==> config.mk <==
export PLATFORM = sky130hd
export DESIGN_NAME = regfile_reader_flat
export DESIGN_NICKNAME = d
export VERILOG_FILES = /design/src/rtl/regfile_reader_if.sv /design/src/rtl/regfile_reader.sv /design/src/flat_wrapper.sv
export SDC_FILE = /design/constraint.sdc
export NUM_CORES = 1
export LEC_CHECK = 0
export CAP_MARGIN = 20
export CORE_ASPECT_RATIO = 0.6
export CORE_MARGIN = 8
export CORE_UTILIZATION = 45
export CTS_BUF_LIST = sky130_fd_sc_hd__clkbuf_4 sky130_fd_sc_hd__clkbuf_8
export CTS_CLUSTER_SIZE = 20
export DETAILED_ROUTE_END_ITERATION = 10
export PLACE_DENSITY_LB_ADDON = 0.2
export SLEW_MARGIN = 25
export SYNTH_ARGS = -nofsm -noshare
export SYNTH_HDL_FRONTEND = slang
export SYNTH_SLANG_ARGS = --single-unit
==> constraint.sdc <==
create_clock -name in_clk -period 2.5 [get_ports in_clk]
set_clock_uncertainty 0.05 [all_clocks]
set_input_delay 0.375 -clock in_clk [delete_from_list [all_inputs] [get_ports in_clk]]
set_output_delay 0.375 -clock in_clk [all_outputs]
set_load 0.02 [all_outputs]
==> src/rtl/regfile_reader_if.sv <==
// Bus between the register-file reader and its environment: the request
// inputs, the register-file read port and the valid/ready result channel.
interface regfile_reader_if;
    logic        in_start;
    logic        in_mode;
    logic [3:0]  in_reg;
    logic [3:0]  out_Aselect;
    logic [31:0] in_Adata;
    logic [31:0] out_data;
    logic [3:0]  out_index;
    logic        out_valid;
    logic        in_ready;
    logic        out_busy;
    logic        out_done;

    // Environment side: issues requests, serves the register file, consumes results.
    modport master (
        output in_start, in_mode, in_reg, in_Adata, in_ready,
        input  out_Aselect, out_data, out_index, out_valid, out_busy, out_done
    );

    // Reader side.
    modport slave (
        input  in_start, in_mode, in_reg, in_Adata, in_ready,
        output out_Aselect, out_data, out_index, out_valid, out_busy, out_done
    );
endinterface

==> src/rtl/regfile_reader.sv <==
// Register-file reader: reads one register, or dumps registers 0..LAST_REG,
// presenting each value on a valid/ready channel. All outputs are registered.
module regfile_reader #(
    parameter int LAST_REG = 15
) (
    input  logic             in_clk,
    input  logic             in_clr,
    regfile_reader_if.slave  bus
);

    localparam logic [1:0] ST_IDLE    = 2'd0;
    localparam logic [1:0] ST_SEL     = 2'd1;
    localparam logic [1:0] ST_PRESENT = 2'd2;
    localparam logic [1:0] ST_DONE    = 2'd3;

    localparam logic [3:0] LAST_IDX = 4'(LAST_REG);

    logic [1:0]  state_q, state_d;
    logic        mode_q, mode_d;
    logic [3:0]  sel_q, sel_d;       // current index, also drives out_Aselect
    logic [31:0] data_q, data_d;
    logic [3:0]  index_q, index_d;
    logic        valid_q, valid_d;
    logic        busy_q, busy_d;
    logic        done_q, done_d;

    // Next-state and next-output computation for the read sequencer.
    always_comb begin
        state_d = state_q;
        mode_d  = mode_q;
        sel_d   = sel_q;
        data_d  = data_q;
        index_d = index_q;
        valid_d = valid_q;
        done_d  = 1'b0;

        case (state_q)
            ST_IDLE: begin
                if (bus.in_start) begin
                    mode_d  = bus.in_mode;
                    sel_d   = bus.in_mode ? 4'd0 : bus.in_reg;
                    state_d = ST_SEL;
                end else begin
                    state_d = ST_IDLE;
                end
            end
            ST_SEL: begin
                // Read data is combinational from sel_q, so it is valid here.
                data_d  = bus.in_Adata;
                index_d = sel_q;
                valid_d = 1'b1;
                state_d = ST_PRESENT;
            end
            ST_PRESENT: begin
                if (bus.in_ready) begin
                    valid_d = 1'b0;
                    if (!mode_q || (sel_q == LAST_IDX)) begin
                        state_d = ST_DONE;
                        done_d  = 1'b1;
                    end else begin
                        sel_d   = sel_q + 4'd1;
                        state_d = ST_SEL;
                    end
                end else begin
                    state_d = ST_PRESENT;
                end
            end
            ST_DONE: begin
                state_d = ST_IDLE;
            end
            default: begin
                state_d = ST_IDLE;
                valid_d = 1'b0;
            end
        endcase

        busy_d = (state_d != ST_IDLE);
    end

    // State and output registers with synchronous clear.
    always_ff @(posedge in_clk) begin
        if (in_clr) begin
            state_q <= ST_IDLE;
            mode_q  <= 1'b0;
            sel_q   <= 4'd0;
            data_q  <= 32'd0;
            index_q <= 4'd0;
            valid_q <= 1'b0;
            busy_q  <= 1'b0;
            done_q  <= 1'b0;
        end else begin
            state_q <= state_d;
            mode_q  <= mode_d;
            sel_q   <= sel_d;
            data_q  <= data_d;
            index_q <= index_d;
            valid_q <= valid_d;
            busy_q  <= busy_d;
            done_q  <= done_d;
        end
    end

    assign bus.out_Aselect = sel_q;
    assign bus.out_data    = data_q;
    assign bus.out_index   = index_q;
    assign bus.out_valid   = valid_q;
    assign bus.out_busy    = busy_q;
    assign bus.out_done    = done_q;

endmodule

==> src/flat_wrapper.sv <==
// flat-port wrapper written by rule: the top's interface ports become plain ports
module regfile_reader_flat 
#(
    parameter int LAST_REG = 15
)
  (in_clk, in_clr, bus_in_start, bus_in_mode, bus_in_reg, bus_in_Adata, bus_in_ready, bus_out_Aselect, bus_out_data, bus_out_index, bus_out_valid, bus_out_busy, bus_out_done);
  regfile_reader_if bus_i ();
  input  logic in_clk;
  input  logic in_clr;
  input wire logic [$bits(bus_i.in_start)-1:0] bus_in_start;
  input wire logic [$bits(bus_i.in_mode)-1:0] bus_in_mode;
  input wire logic [$bits(bus_i.in_reg)-1:0] bus_in_reg;
  input wire logic [$bits(bus_i.in_Adata)-1:0] bus_in_Adata;
  input wire logic [$bits(bus_i.in_ready)-1:0] bus_in_ready;
  output wire logic [$bits(bus_i.out_Aselect)-1:0] bus_out_Aselect;
  output wire logic [$bits(bus_i.out_data)-1:0] bus_out_data;
  output wire logic [$bits(bus_i.out_index)-1:0] bus_out_index;
  output wire logic [$bits(bus_i.out_valid)-1:0] bus_out_valid;
  output wire logic [$bits(bus_i.out_busy)-1:0] bus_out_busy;
  output wire logic [$bits(bus_i.out_done)-1:0] bus_out_done;
  assign bus_i.in_start = bus_in_start;
  assign bus_i.in_mode = bus_in_mode;
  assign bus_i.in_reg = bus_in_reg;
  assign bus_i.in_Adata = bus_in_Adata;
  assign bus_i.in_ready = bus_in_ready;
  assign bus_out_Aselect = bus_i.out_Aselect;
  assign bus_out_data = bus_i.out_data;
  assign bus_out_index = bus_i.out_index;
  assign bus_out_valid = bus_i.out_valid;
  assign bus_out_busy = bus_i.out_busy;
  assign bus_out_done = bus_i.out_done;
  regfile_reader #(.LAST_REG(LAST_REG)) u_core (.in_clk(in_clk), .in_clr(in_clr), .bus(bus_i));
endmodule
==> out/metrics.yaml <==
dp_hpwl_um: 3500
finalHoldViolCount: 0
syn-instance-count: 213
port_buffers: 83
drtAntennaViolNets: 0
max-cap-violations: 0
synth_area_um2: 1780
numCtsBuffers: 5
layout_min_cycle_time_ns: 1.84
drtIter0Drc: 60
syn_nets: 255
crit_required_ns: 2.08
synth_top_area_cell: "dfxtp_1"
path_buf_inv: 1
grt_overflow: 0
min_path_cells: 2
via_per_inst: 4.87
period_share_pct: 73.7
dpl_cell_area_um2: 2600
slew_headroom_pct: 53.5
switching_share_pct: 26.9
yosysTopAreaCellShare_pct: 51.8
p_per_area_nw_per_um2: 591
core_area_um2: 3720
root_buffer: "clkbuf_8"
cp.arrival_ns: 1.42
num-fill-cells: 317
htreeDepth: 2
setup_tns_ns: 0
gp_congestion: 0.850
finalMaxSlewViolations: 0
worst_pin_slew_ns: 0.695
status: "finished, final reports clean"
fin_nets: 332
hold_class: "flop to flop"
cts_tree: "yes"
grt_max_degree: 47
cts.sinks: 46
startpoint_type: "flop"
crit_path_top_delay_cell: "clkdlybuf4s50_1"
seqCellArea_um2: 921
clk_pin_slew_ns: 0.08
critPathTopFamily: "buffers and inverters"
grt_usage_pct: 14.9
ff2ff_path_depth: 4
finalSetupViolCount: 0
drc: 0
fin_util_pct: 72.5
path_cells: "clkdlybuf4s50_1"
ys_seq_elements: 46
firstDrtPassIters: 4
die_w_um: 97.1
pwr-share-clk_pct: 28.8
antenna_found_initial: 0
stdcell_area_um2: 2700
yosys_warnings: 0
syn_area_per_cell_um2: 8.34
area_delta_synth_final_pct: 51.8
via_count: 1647
start_util_pct: 47.7
rsz0062_at_grt: "no"
cp_max_fo: 6
end_kind: "output pin"
internal_power_mw: 1.16
postCtsHoldBufs: 0
cp.depth: 1
ys_types: 29
wl_um: 4830
clockBufferDepth: 2
grt_first_pass_wirelength_um: 7700
multi_input_area_um2: 757
io_pins: 84
clk_latency_ns: 0.29
synth_seq_area_share_pct: 51.8
wl_per_cell_um: 14.3
die_h_um: 64.7
grt_pass1_vias: 1573
post-cts-setup-buffers: 0
dieArea_um2: 6280
critPathKind: "flop to output pin"
switching_power_uw: 429
drive_gt1_share_pct: 5.84
p_leak_nw: 0.958
p_comb_share_pct: 20.6
synth_area_leaders: "dfxtp_1 (52%), nand2_1 (15%), a21oi_1 (11%)"
power_mw: 1.59
num_antenna_cells: 0
dp_cells: 330
seqPwrFrac_pct: 50.6
max_freq_mhz: 543
row_count: 17
cpPeakStageDelay_ns: 0.66
fin_cells: 338
post_cts_resized: 0
ir_worst_vdd_mv: 0.466
final cells by class:
type / count / share of cell area, %
tap: 47 / 2.18
multi-input combinational: 150 / 28.1
clock buffer: 6 / 3.06
timing repair buffer: 85 / 31.8
inverter: 2 / 0.278
sequential: 46 / 34.1
clock inverter: 2 / 0.464
routing by layer:
metal  share of wire [%]  GRT usage (%)
met1                  47           18.8
met2                  43           22.2
met3                 9.5           6.77
met4                0.35           4.57
met5                   0              0
synthesized netlist by cell type (all sizes together):
cell type	instances
nand2	73
dfxtp	46
a21oi	41
buf	11
nor2	6
a211oi	4
clkbuf	4
nand3	4
nor3	4
nor3b	4
a21o	2
inv	2
mux2i	2
nor2b	2
o21ai	2
a311oi	1
and3b	1
and4b	1
ha	1
nand3b	1
xnor2	1
placed cells by master (no fill, tap or decap), drive strengths merged, types with 4 or more instances in the layout:
master / count
clkdlybuf4s50: 83
nand2: 73
dfxtp: 46
a21oi: 41
nor2: 6
clkbuf: 6
nor3: 4
nand3: 4
a211oi: 4
nor3b: 4
state kept, by name, indices dropped and copies added, names as in the netlist:
register / flops
u_core.state_q: 2
u_core.bus.out_Aselect: 4
u_core.bus.out_valid: 1
u_core.mode_q: 1
u_core.bus.out_busy: 1
u_core.bus.out_index: 4
u_core.bus.out_done: 1
u_core.bus.out_data: 32
final timing paths:
check	startpoint	end	slack, ns
worst max-delay path	u_core.bus.out_Aselect[0]$_SDFFE_PP0P_	bus_out_Aselect[0]	0.66
worst max register to register	u_core.state_q[1]$_SDFF_PP0_	u_core.bus.out_data[27]$_SDFFE_PP0P_	0.83
worst min register to register	u_core.bus.out_data[12]$_SDFFE_PP0P_	u_core.bus.out_data[12]$_SDFFE_PP0P_	0.41
worst min-delay path	u_core.bus.out_data[12]$_SDFFE_PP0P_	u_core.bus.out_data[12]$_SDFFE_PP0P_	0.41
through the flow:
| stage | hold slack (ns) | setup slack [ns] |
|---|---|---|
| floorplan | 0.389 | 0.994 |
| global placement | 0.391 | 0.736 |
| detailed placement | 0.396 | 0.726 |
| CTS | 0.407 | 0.649 |
| global route | 0.418 | 0.610 |
| finish | 0.406 | 0.657 |
power groups by stage:
stage	combinational, mW	sequential, mW	clock, mW
6_report	0.329	0.806	0.460
2_1_floorplan	0.129	0.862	0
3_5_place_dp	0.331	0.824	0
4_1_cts	0.333	0.806	0.473
3_3_place_gp	0.326	0.822	0
5_1_grt	0.355	0.812	0.510
cell families (layout without fill, tap and decap cells):
family / count (synthesis) / in the layout / synth area share [%]
simple gates: 96 / 96 / 24.2
fa+ha+maj: 1 / 1 / 0.704
flops: 46 / 46 / 51.8
compound gates: 50 / 50 / 16.1
buf+inv: 17 / 95 / 5.56
xor+xnor: 1 / 1 / 0.493
mux: 2 / 2 / 1.13
No activity file was read; power rests on OpenSTA's default activity.
